**src/rtl/lcv_mul_acc_pipe.sv**
```systemverilog
// Three-stage signed multiply-accumulate engine with LOAD/CLEAR/MSU ops,
// optional saturation, sticky overflow and valid/ready flow control.
module lcv_mul_acc_pipe #(
    parameter int A_WIDTH   = 16,
    parameter int B_WIDTH   = 16,
    parameter int ACC_WIDTH = 40,
    parameter bit SATURATE  = 1'b1
) (
    input  logic                        clk,
    input  logic                        rst,
    input  logic                        inp_valid,
    output logic                        inp_ready,
    input  logic signed [A_WIDTH-1:0]   inp_a,
    input  logic signed [B_WIDTH-1:0]   inp_b,
    input  logic signed [ACC_WIDTH-1:0] inp_c,
    input  logic [1:0]                  inp_op,
    input  logic                        inp_last,
    output logic                        outp_valid,
    input  logic                        outp_ready,
    output logic signed [ACC_WIDTH-1:0] outp_data,
    output logic                        outp_last,
    output logic                        outp_ovf,
    output logic                        outp_ovf_sticky
);

    localparam int P_WIDTH = A_WIDTH + B_WIDTH;
    localparam int N_WIDTH = ACC_WIDTH + 2;

    typedef enum logic [1:0] {
        OP_MAC   = 2'd0,
        OP_MSU   = 2'd1,
        OP_LOAD  = 2'd2,
        OP_CLEAR = 2'd3
    } op_e;

    if (ACC_WIDTH < P_WIDTH) begin : g_width_check
        $error("lcv_mul_acc_pipe: ACC_WIDTH must be >= A_WIDTH + B_WIDTH");
    end

    logic                        en;
    logic                        s1_valid, s1_last;
    logic signed [A_WIDTH-1:0]   s1_a;
    logic signed [B_WIDTH-1:0]   s1_b;
    logic signed [ACC_WIDTH-1:0] s1_c;
    op_e                         s1_op;

    logic                        s2_valid, s2_last;
    logic signed [N_WIDTH-1:0]   s2_t;
    op_e                         s2_op;

    logic signed [ACC_WIDTH-1:0] acc;
    logic signed [P_WIDTH-1:0]   prod;
    logic signed [N_WIDTH-1:0]   t_next, acc_ext, n;
    logic [2:0]                  n_top;
    logic                        ovf, sticky_next;
    logic signed [ACC_WIDTH-1:0] result;

    // One enable freezes the whole pipe, so a stalled beat is never lost or duplicated.
    assign en        = !outp_valid || outp_ready;
    assign inp_ready = en;

    // The accumulator is the output register; keeping it only in stage 3 lets
    // back-to-back beats chain without bubbles.
    assign outp_data = acc;

    assign prod    = s1_a * s1_b;
    assign t_next  = {{(N_WIDTH-P_WIDTH){prod[P_WIDTH-1]}}, prod}
                   + {{2{s1_c[ACC_WIDTH-1]}}, s1_c};
    assign acc_ext = {{2{acc[ACC_WIDTH-1]}}, acc};

    always_comb begin
        // NOTE: default first so every path assigns n; otherwise a latch is inferred.
        n = '0;
        case (s2_op)
            OP_MAC:   n = acc_ext + s2_t;
            OP_MSU:   n = acc_ext - s2_t;
            OP_LOAD:  n = s2_t;
            OP_CLEAR: n = '0;
            default:  n = '0;
        endcase
    end

    // n fits in ACC_WIDTH bits only when its top three bits are all equal.
    assign n_top = n[N_WIDTH-1:ACC_WIDTH-1];
    assign ovf   = !((n_top == 3'b000) || (n_top == 3'b111));

    always_comb begin
        result = n[ACC_WIDTH-1:0];
        if (ovf && SATURATE) begin
            result = n[N_WIDTH-1] ? {1'b1, {(ACC_WIDTH-1){1'b0}}}
                                  : {1'b0, {(ACC_WIDTH-1){1'b1}}};
        end
    end

    always_comb begin
        sticky_next = outp_ovf_sticky | ovf;
        case (s2_op)
            OP_LOAD:  sticky_next = ovf;
            OP_CLEAR: sticky_next = 1'b0;
            default:  sticky_next = outp_ovf_sticky | ovf;
        endcase
    end

    // NOTE: non-blocking assignments so every stage samples the pre-edge value of the one before.
    always_ff @(posedge clk or posedge rst) begin
        if (rst) begin
            s1_valid        <= 1'b0;
            s1_last         <= 1'b0;
            s1_a            <= '0;
            s1_b            <= '0;
            s1_c            <= '0;
            s1_op           <= OP_MAC;
            s2_valid        <= 1'b0;
            s2_last         <= 1'b0;
            s2_t            <= '0;
            s2_op           <= OP_MAC;
            acc             <= '0;
            outp_valid      <= 1'b0;
            outp_last       <= 1'b0;
            outp_ovf        <= 1'b0;
            outp_ovf_sticky <= 1'b0;
        end else if (en) begin
            s1_valid   <= inp_valid;
            s1_last    <= inp_last;
            s1_a       <= inp_a;
            s1_b       <= inp_b;
            s1_c       <= inp_c;
            s1_op      <= op_e'(inp_op);

            s2_valid   <= s1_valid;
            s2_last    <= s1_last;
            s2_t       <= t_next;
            s2_op      <= s1_op;

            outp_valid <= s2_valid;
            if (s2_valid) begin
                acc             <= result;
                outp_ovf        <= ovf;
                outp_last       <= s2_last;
                outp_ovf_sticky <= sticky_next;
            end
        end
    end

endmodule

```
**config.mk**
```make
export PLATFORM = sky130hd
export DESIGN_NAME = lcv_mul_acc_pipe
export DESIGN_NICKNAME = d
export VERILOG_FILES = /design/src/rtl/lcv_mul_acc_pipe.sv
export SDC_FILE = /design/constraint.sdc
export NUM_CORES = 1
export LEC_CHECK = 0
export CAP_MARGIN = 20
export CELL_PAD_IN_SITES_DETAIL_PLACEMENT = 1
export CELL_PAD_IN_SITES_GLOBAL_PLACEMENT = 2
export CORE_MARGIN = 2
export CORE_UTILIZATION = 25
export CTS_CLUSTER_SIZE = 40
export DETAILED_ROUTE_END_ITERATION = 6
export PLACE_DENSITY_LB_ADDON = 0.1
export SYNTH_ARGS = -nofsm -noshare
export SYNTH_HDL_FRONTEND = slang
export SYNTH_SLANG_ARGS = --single-unit
```
**constraint.sdc**
```tcl
create_clock -name clk -period 14.48 [get_ports clk]
set_input_delay 2.896 -clock clk [delete_from_list [all_inputs] [get_ports clk]]
set_output_delay 2.896 -clock clk [all_outputs]
set_load 0.1 [all_outputs]
```
Word level (Yosys, flattened, before mapping)
Index checks and enable logic that the tools add are counted.
{ "word_totals": {"input_bits": 79, "word_cells": 35, "register_bits": 166} }
{ "classes": {"n_reduce_logical": 7, "eq_ne": 4, "n_mux": 4, "multipliers": 1, "bitwise": 1, "n_addsub": 3} }
{ "ops": {"columns": ["operator", "count"], "rows": [
  ["$pmux 42 s4", 1],
  ["$mux 40", 2],
  ["$add 40x42->42", 1],
  ["$sub 40x42->42", 1],
  ["$add 32x40->41", 1],
  ["$mul 16x16->32", 1],
  ["$eq 2x2->1 const B", 2],
  ["$eq 3x3->1 const B", 1],
  ["$logic_not 3->1", 1],
  ["$eq 2x1->1 const B", 1],
  ["$logic_not 1->1", 2],
  ["$logic_not 2->1", 1],
  ["$logic_or 1x1->1", 2],
  ["$pmux 1 s2", 1],
  ["$reduce_and 2->1", 1],
  ["$or 1x1->1", 1]
]} }

Logic depth before layout (Yosys ltp)
{ "depth": {"word_depth": 7, "ltp_mapped": 26} }

Least setup slack after synthesis
No wires, ideal clock.
{ "synth_path": {"kind": "input -> output", "startpoint": "in outp_ready", "endpoint": "out inp_ready", "stages": 5, "setup_slack_ns": 7.099, "t_arrival_ns": 4.485, "path_buffers": 3, "required_time_ns": 11.584, "path_cell_list": "nor2b_1 > clkbuf_1 > inv_2 > clkbuf_1 > buf_1"} }
{ "synth_via": {"elab_chain_cells": 1} }
{ "synth_lines": {"columns": ["item", "line", "rtl"], "rows": [
  ["start, declared", "19", "input logic outp_ready,"],
  ["$logic_or 1x1->1", "59", "assign en = !outp_valid || outp_ready;"],
  ["end, declared", "12", "output logic inp_ready,"]
]} }
No other way between the ends.

Worst setup path in the final report
Same ends and word-level chain as after synthesis.

==> Implementation_results.wiki <==
{| class="wikitable"
! Metric !! Value
|-
| Crit share post-route || 58.74%
|-
| Number of max-slew violations in the final report || 0
|-
| DR pass1 iterations || 4
|-
| Avg WL per Cell || 18.45 microns
|-
| End point of the worst hold path || s2_last
|-
| Residual DRC count || 0
|-
| Unrepaired setup endpoints after global routing || false
|-
| Average instance area after synthesis || 8.728 sq um
|-
| Register-to-register setup slack || 6.81 ns
|-
| Setup-violating endpoint count in the final report || 0
|-
| Worst Skew || 0.02501 ns
|-
| EDFF count, synth || 0
|-
| Num CTS Buffers || 17
|-
| Clock tree root driver cell || sky130_fd_sc_hd__clkbuf_16
|-
| Leading area contributor after synthesis || sky130_fd_sc_hd__fa_1
|-
| Status || completed
|-
| Maximum number of pins on one net before global-route repair || 74
|-
| Reg-to-reg critical path endpoint || s2_t[39]
|-
| Number of nets with antenna violations after detailed routing || 0
|-
| Worst Hold Depth || 2
|-
| Signed area change from the synthesized netlist to the final layout || 13.78%
|-
| Number of warnings printed during yosys synthesis || 0
|-
| Type of destination of the critical path || output pin
|-
| Num ports || 124
|-
| Sequential element share of the synthesized area || 18.57%
|-
| Final worst slack || 5.974 ns
|-
| Crit Path Max Fanout || 64
|-
| Overall Global Routing Usage || 15.87%
|-
| Number of rows in the core area || 109
|-
| Leading cell type by number of instances after synthesis || sky130_fd_sc_hd__nand2_1
|-
| Final hold violation count || 0
|-
| Count of antenna diodes in the layout || 0
|-
| Vertical die dimension || 302.2 microns
|-
| Number of buffers added on ports || 123
|-
| Post-route worst hold slack || 0.4695 ns
|-
| Placeable core region || 88,240 sq um
|-
| Worst Path Class, Setup || input port to output pin
|-
| Dominant cells by area after synthesis || sky130_fd_sc_hd__fa_1, sky130_fd_sc_hd__dfrtp_1, sky130_fd_sc_hd__ha_1, sky130_fd_sc_hd__nand2_1, sky130_fd_sc_hd__inv_1
|-
| Number of buffers inserted to repair setup after CTS || 0
|-
| Clock-pin slew on the worst setup and hold paths || 0.07 ns
|-
| Normalized max-slew margin || 29.36%
|-
| Wire length on met1 || 35,490 microns
|-
| Length in cells of the worst reg-to-reg path || 21
|-
| FF-to-FF Start || s1_a[10]
|-
| Post-synthesis cell area || 22,230 sq um
|-
| Hold Startpoint || s2_last
|-
| Commonest register cell after synthesis || sky130_fd_sc_hd__dfrtp_1
|-
| Ratio of cells with drive above 1 in the final layout || 3.143%
|-
| Max capacitance violation total || 0
|-
| Via density per instance || 4.496
|-
| Share of flip-flops with an asynchronous set or reset after synthesis || 100.0%
|-
| CTS H-tree lvls || 4
|-
| Wire length of the first global-routing pass || 111,800 microns
|-
| Via total after detailed routing || 16.97k
|-
| CTS Hold Buffers Added || 0
|-
| Number of nets in the synthesized netlist || 3,121
|-
| Total Negative Setup Slacks || 0 ns
|-
| Highest layer used for signal routing || met4
|-
| Highest clock frequency the design can meet || 117.6 MHz
|-
| Starting Density || 25.19%
|-
| Overall die area || 91,320 sq um
|-
| Via count of the first global-routing pass || 18.95k
|-
| Top cell types by occurrence after synthesis || sky130_fd_sc_hd__nand2_1, sky130_fd_sc_hd__inv_1, sky130_fd_sc_hd__fa_1
|-
| Met2 wire length || 32,180 microns
|-
| Dpl ws || 5.861 ns
|-
| Longest Clk Path Bufs || 2
|-
| Class of the most critical hold timing path || register to register
|-
| HPWL reported at the end of detailed placement || 56,530 microns
|-
| Number of synthesized register bits || 165
|-
| Time the final worst path needs with I/O delays and setup || 8.506 ns
|-
| Cells after synthesis || 2,547
|-
| Startpoint Class || input port
|-
| Top cell type's share of synthesized area || 30.17%
|-
| Worst endpoint data arrival time || 5.61 ns
|-
| Last weighted congestion value of the routability-driven placer || 0.8259
|-
| Total congestion overflow after global routing || 0
|-
| Clock Sink Count || 165
|-
| Critical path required time || 11.58 ns
|-
| Antenna violations before repair || 1
|-
| Met3 wire len || 1156 microns
|-
| Clock Latency Late Sink || 0.51 ns
|-
| Clock tree from TritonCTS || built
|-
| Actual slew at the worst max-slew pin || 1.050 ns
|-
| Layout Nets || 3,170
|-
| Post_cts resized || 0
|-
| Final Routed Wirelength || 69,630 microns
|-
| Initial DRC count || 628
|-
| Die width || 302.2 microns
|-
| Synth cell types || 70
|}
==> cells in the final DEF, fill, tap and decap left out, drive strengths merged, types with 37 or more instances in the layout <==
cell,count
xnor2,61
xor2,49
and2,126
nor2,101
o211ai,50
o21ai,83
a21o,37
nand2,499
clkdlybuf4s50,123
a21oi,97
ha,160
dfrtp,165
inv,429
fa,335
==> cells by family (layout without fill, tap and decap cells) <==
logic type	Yosys count	in the layout	share of synthesized area (%)
simple gates	843	843	16.86
buf+inv	536	598	9.146
fa+ha+maj	495	495	39.17
compound gates	395	395	11.72
flops	165	165	18.57
xor+xnor	110	110	4.334
mux	3	3	0.1914
==> metrics by stage <==
stage                     area [sq um]  util (%)  std cells
final                            25290     28.67       3774
after global routing             25290     28.67       3774
after CTS                        25290     28.67       3774
after detailed placement         24650     27.94       3742
after global placement           24650     27.94       3742
after floorplan                  22230         -       2547
==> routing by layer <==
metal  track usage [%]  vias to the layer above
li1                  -                     8125
met2             25.68                      133
met4             3.406                        0
met5                 0                        -
met1             22.83                     8674
met3             1.666                       36
==> cell type report <==
cell class	instances	area (sq um)
clock inverters	11	162.7
flip-flops and latches	165	4129
inverters	428	1614
repair buffers	138	1344
fillers	10210	62940
multi-input cells	1846	16110
clock buffers	21	480.5
well taps	1165	1458
==> registers in the layout, indices dropped and copies added (netlist names) <==
register,count
s1_a,16
s2_t,41
outp_data,40
s2_op,2
outp_ovf_sticky,1
s1_op,2
s2_last,1
outp_valid,1
s2_valid,1
outp_ovf,1
s1_b,16
s1_valid,1
outp_last,1
s1_last,1
s1_c,40
==> critical path, cell delays in order <==
cell                              delay (ns)
sky130_fd_sc_hd__clkdlybuf4s50_1        0.50
sky130_fd_sc_hd__nor2b_4                0.07
sky130_fd_sc_hd__buf_4                  0.30
sky130_fd_sc_hd__inv_4                  0.52
sky130_fd_sc_hd__clkdlybuf4s50_1        1.26
==> worst max-delay path by stage <==
stage	start	endpoint	slack [ns]	depth (start not counted)
CTS	outp_ready	inp_ready	5.86	5
floorplan	outp_ready	inp_ready	7.10	5
global route	outp_ready	inp_ready	5.78	5
global placement	outp_ready	inp_ready	5.87	5
detailed placement	outp_ready	inp_ready	5.86	5
finish	outp_ready	inp_ready	5.97	5
Power is left out: the tool's default activity adds up to more than one toggle a clock period on the data nets, which glitch-free logic cannot reach.
